## src/rtl/wb_trace_fifo.sv

```systemverilog
// Captures datapath register-file writebacks with a cycle stamp into a 16-deep trace FIFO.
// Pops return data one cycle after RdReq; a capture into a full FIFO without a same-cycle pop is dropped and counted.
module wb_trace_fifo #(
  parameter int DWL = 32,
  parameter int AWL = 4,
  parameter int TSW = 16
) (
  input  logic           CLK,
  input  logic           RST,
  input  logic           RFWE,
  input  logic [4:0]     RFWA,
  input  logic [DWL-1:0] RFWD,
  input  logic           RdReq,
  input  logic           ClrOvf,
  output logic           RdValid,
  output logic [4:0]     RdAddr,
  output logic [DWL-1:0] RdData,
  output logic [TSW-1:0] RdStamp,
  output logic           Empty,
  output logic           Full,
  output logic [AWL:0]   Count,
  output logic           Overflow,
  output logic [7:0]     DropCnt
);

  localparam int DEPTH = 1 << AWL;
  localparam logic [AWL:0] FULL_CNT = (AWL+1)'(DEPTH);

  typedef struct packed {
    logic [4:0]     addr;
    logic [DWL-1:0] data;
    logic [TSW-1:0] stamp;
  } entry_t;

  entry_t         mem [DEPTH];
  logic [AWL-1:0] wptr;
  logic [AWL-1:0] rptr;
  logic [TSW-1:0] stamp;

  logic           cap;
  logic           pop;
  logic           push;
  logic           drop;
  logic [AWL:0]   cnt_nxt;

  // A full FIFO still accepts a capture when a pop frees the slot in the same cycle.
  always_comb begin
    cap     = RFWE && (RFWA != 5'd0);
    pop     = RdReq && !Empty;
    push    = cap && (!Full || pop);
    drop    = cap && Full && !pop;
    cnt_nxt = Count;
    if (push && !pop)
      cnt_nxt = Count + 1'b1;
    else if (pop && !push)
      cnt_nxt = Count - 1'b1;
  end

  always_ff @(posedge CLK) begin
    if (push && !RST)
      mem[wptr] <= '{addr: RFWA, data: RFWD, stamp: stamp};
  end

  always_ff @(posedge CLK) begin
    if (RST) begin
      wptr     <= '0;
      rptr     <= '0;
      stamp    <= '0;
      Count    <= '0;
      Empty    <= 1'b1;
      Full     <= 1'b0;
      Overflow <= 1'b0;
      DropCnt  <= '0;
      RdValid  <= 1'b0;
      RdAddr   <= '0;
      RdData   <= '0;
      RdStamp  <= '0;
    end else begin
      stamp   <= stamp + 1'b1;
      RdValid <= pop;
      Count   <= cnt_nxt;
      Empty   <= (cnt_nxt == '0);
      Full    <= (cnt_nxt == FULL_CNT);
      if (push)
        wptr <= wptr + 1'b1;
      if (pop) begin
        rptr                       <= rptr + 1'b1;
        {RdAddr, RdData, RdStamp}  <= mem[rptr];
      end
      // A drop wins over a same-cycle clear so the new loss is not hidden.
      if (drop) begin
        Overflow <= 1'b1;
        if (ClrOvf)
          DropCnt <= 8'd1;
        else if (DropCnt != 8'hFF)
          DropCnt <= DropCnt + 1'b1;
      end else if (ClrOvf) begin
        Overflow <= 1'b0;
        DropCnt  <= '0;
      end
    end
  end

endmodule

```

## config.mk

```make
export PLATFORM = sky130hd
export DESIGN_NAME = wb_trace_fifo
export DESIGN_NICKNAME = d
export VERILOG_FILES = /design/src/rtl/wb_trace_fifo.sv
export SDC_FILE = /design/constraint.sdc
export NUM_CORES = 1
export LEC_CHECK = 0
export BUFFER_PORTS_ARGS = -buffer_cell sky130_fd_sc_hd__buf_2
export CAP_MARGIN = 0
export CORE_ASPECT_RATIO = 0.7
export CORE_MARGIN = 1.5
export CORE_UTILIZATION = 61
export CTS_BUF_LIST = sky130_fd_sc_hd__clkbuf_4 sky130_fd_sc_hd__clkbuf_8 sky130_fd_sc_hd__clkbuf_16
export DETAILED_ROUTE_END_ITERATION = 12
export GPL_ROUTABILITY_DRIVEN = 0
export PLACE_DENSITY = 0.78
export SYNTH_ARGS = -nofsm -noshare
export SYNTH_HDL_FRONTEND = slang
export SYNTH_SLANG_ARGS = --single-unit
```

## constraint.sdc

```tcl
create_clock -name CLK -period 5.75 [get_ports CLK]
set_input_delay 0.575 -clock CLK [delete_from_list [all_inputs] [get_ports CLK]]
set_output_delay 0.575 -clock CLK [all_outputs]
set_load 0.01 [all_outputs]
```

==> impl_metrics.yaml <==
clock_network:
  post_cts_buffers: 0
  clk_pin_slew_ps: 60
  cts_resized: 0
  cts_num_sinks: 942
  htree_num_levels: 3
  postCtsHoldBufs: 0
  insertion_delay_ps: 640
  tritoncts: "yes"
  cts_buffers: 84
  root_buffer: "clkbuf_16"
  max-clock-path-buffers: 3
placement:
  hpwl_um: 39300
  io_buffers: 111
  dp_slack_ps: 1790
  place_area_mm2: 0.0369
timing:
  fin_skew_ps: 20.8
  finalWorstSetupSlack_ps: 2210
  setup_viol: 0
  hold_violations: 0
  holdWs_ps: 266
  worst_pin_slew_ps: 1100
  fin_crit_ps: 3540
  fmax_mhz: 282
  slew_headroom_pct: 26.9
  period_share_pct: 61.6
  setup_tns_ps: 0
  rsz0062_at_grt: "no"
  slew_viol_final: 0
run_status:
  status: "finished, final reports clean"
worst_setup_path:
  critPathArrivalTime_ps: 3830
  endpoint_kind: "register"
  r2r_start: "Empty"
  start_kind: "register"
  r2r_end: "mem[9][47]"
  required_ps: 6040
  crit_fanout: 25
  critPathKind: "register to register"
  ff2ff_setup_slack_ps: 2210
  ff2ff_path_depth: 5
synth:
  synthFlopType: "edfxtp_1"
  avgSynthCellArea_um2: 23.1
  post_synth_xor_area_fraction_pct: 0.693
  synth_compound_area_share_pct: 1.76
  syn-instance-count: 1534
  yosys.area_share.simple_pct: 1.69
  synth_top_family_by_area: "multiplexers"
  ys_seq_area_share_pct: 77.2
  ys_warn_count: 0
  synth_fa_ha_area_share_pct: 0.318
  synth_seq_cells: 942
  async_flop_share_pct: 0
  synth_enable_flop_cells: 848
  ys_types: 45
  syn_nets: 1585
  syn-cell-area_mm2: 0.0354
  synthMuxAreaShare_pct: 17.0
global_route:
  global_route.usage.total_pct: 26.1
  grt_max_degree: 101
  grt-ovfl-total: 0
  grt_pass1_vias: 17000
  grt_pass1_wl_um: 112000
  antenna_found_initial: 1
job:
  drv_cap: 0
final_layout:
  design_area_mm2: 0.0396
  finalNetCount: 1735
  final_layout_size_suffix_gt1_share_pct: 32.5
  n_antenna_cell: 0
  syn2layout_area_growth_pct: 11.9
min_path:
  hold_path_depth: 3
  hp-class: "input port to register"
  hold_end: "Overflow"
  min_from: "ClrOvf"
floorplan:
  num_io_pins: 112
  initial_core_util_pct: 62.0
  die_w_um: 291
  fp-row-count: 73
  die_h_um: 205
  die_area_mm2: 0.0595
  coreArea_mm2: 0.0571
route:
  firstDrtPassIters: 5
  wirelength_um: 75100
  routedWlPerCell_um: 30.0
  drcViolationCount: 0
  via_per_inst: 6.58
  ant_nets: 0
  drt_iter0_markers: 1901
  vias: 16500
pwr:
  p_leak_nw: 12.5
  peakVddDrop_v: 0.000248
  p_per_area_mw_per_mm2: 370
worst max path at each step:
stage	from	end	slack, ps	cells past startpoint
finish	Empty	mem[9][47]	2210	5
global route	Empty	mem[14][7]	2030	5
CTS	Empty	mem[2][8]	2200	5
detailed placement	RFWA[4]	mem[2][19]	1790	6
global placement	RFWA[1]	mem[9][47]	1910	6
floorplan	RdReq	mem[0][0]	1290	5
layer usage:
layer  track usage, %  wire length (um)  vias up
li1                 -                 -     6793
met1             37.5             29900     8701
met2             42.1             37100      855
met3             4.94              6210      123
met4             7.46              1920        0
met5                0                 0        -
registers in the layout, summed over array words and instances (netlist names):
signal    flops
Empty         1
DropCnt       8
Overflow      1
RdData       32
stamp        16
RdStamp      16
Full          1
RdAddr        5
RdValid       1
rptr          4
wptr          4
Count         5
mem         848
worst max-delay path, cell delays in order (launching register included):
cell      delay, ps
dfxtp_1         340
nand2b_1        300
a221oi_2        680
nand3b_1        480
nor2_4          910
buf_4           460
metrics by stage:
stage,power [mW],util [%],cells
global route,15.1,69.4,2503
CTS,14.8,69.4,2503
finish,14.7,69.4,2503
global placement,9.26,64.6,2348
detailed placement,9.29,64.6,2348
floorplan,8.90,-,1534
power breakdown:
group	switching [mW]	internal (mW)
Combinational	0.720	0.741
Sequential	0.116	7.56
Clock	2.45	3.07
Total	3.28	11.4
synth_stat cells (4+ instances only):
library cell | count | share of area, %
xnor2_1 | 16 | 0.40
inv_1 | 8 | 0.085
nor2_1 | 51 | 0.54
edfxtp_1 | 848 | 72
buf_1 | 10 | 0.11
ha_1 | 9 | 0.32
nand3b_1 | 4 | 0.085
clkbuf_1 | 42 | 0.45
a22o_1 | 53 | 1.3
nor4_1 | 7 | 0.12
nand4_1 | 5 | 0.088
dfxtp_1 | 94 | 5.3
buf_2 | 7 | 0.099
xor2_1 | 12 | 0.30
mux2i_1 | 4 | 0.11
nand2_1 | 24 | 0.25
a21oi_1 | 8 | 0.11
nand2b_1 | 4 | 0.071
mux4_2 | 265 | 17
nand3_1 | 8 | 0.11
buf_6 | 17 | 0.54
cell usage in the layout (no fill, tap or decap), types with 3 or more instances in the layout:
| master | synthesis | routed |
|---|---|---|
| clkbuf_4 | 0 | 16 |
| nor4_1 | 7 | 7 |
| clkinv_2 | 0 | 13 |
| a22o_1 | 53 | 53 |
| mux2i_1 | 4 | 4 |
| bufinv_16 | 0 | 4 |
| nor4b_1 | 3 | 3 |
| nand2_1 | 24 | 24 |
| a21oi_1 | 8 | 8 |
| clkbuf_8 | 0 | 6 |
| nand3b_1 | 4 | 4 |
| buf_2 | 7 | 111 |
| ha_1 | 9 | 9 |
| o21ai_0 | 3 | 3 |
| nor2_1 | 51 | 33 |
| buf_12 | 0 | 5 |
| dfxtp_4 | 0 | 4 |
| xor2_1 | 12 | 12 |
| clkinv_1 | 0 | 18 |
| dfxtp_1 | 94 | 90 |
| buf_4 | 1 | 26 |
| and4_1 | 3 | 3 |
| nor3_1 | 3 | 3 |
| nand2b_1 | 4 | 4 |
| mux4_2 | 265 | 265 |
| nor2_4 | 0 | 18 |
| inv_1 | 8 | 8 |
| xnor2_1 | 16 | 16 |
| clkbuf_16 | 0 | 85 |
| edfxtp_1 | 848 | 848 |
| clkinvlp_4 | 0 | 3 |
| inv_6 | 0 | 6 |
| nand3_1 | 8 | 8 |
| nand4_1 | 5 | 5 |
logic make-up after synthesis:
family | count (synthesis)
mux | 269
compound gates | 76
buf+inv | 86
simple gates | 124
flops | 942
xor+xnor | 28
fa+ha+maj | 9
final cells by class:
class | instances | area [um^2]
clock inverters | 48 | 377
flip-flops and latches | 942 | 27400
fillers | 3284 | 17500
multi-input cells | 506 | 7720
repair buffers | 142 | 851
clock buffers | 107 | 2330
inverters | 8 | 30.0
well taps | 750 | 938
Note: power is estimated with default switching activity, not from simulation.
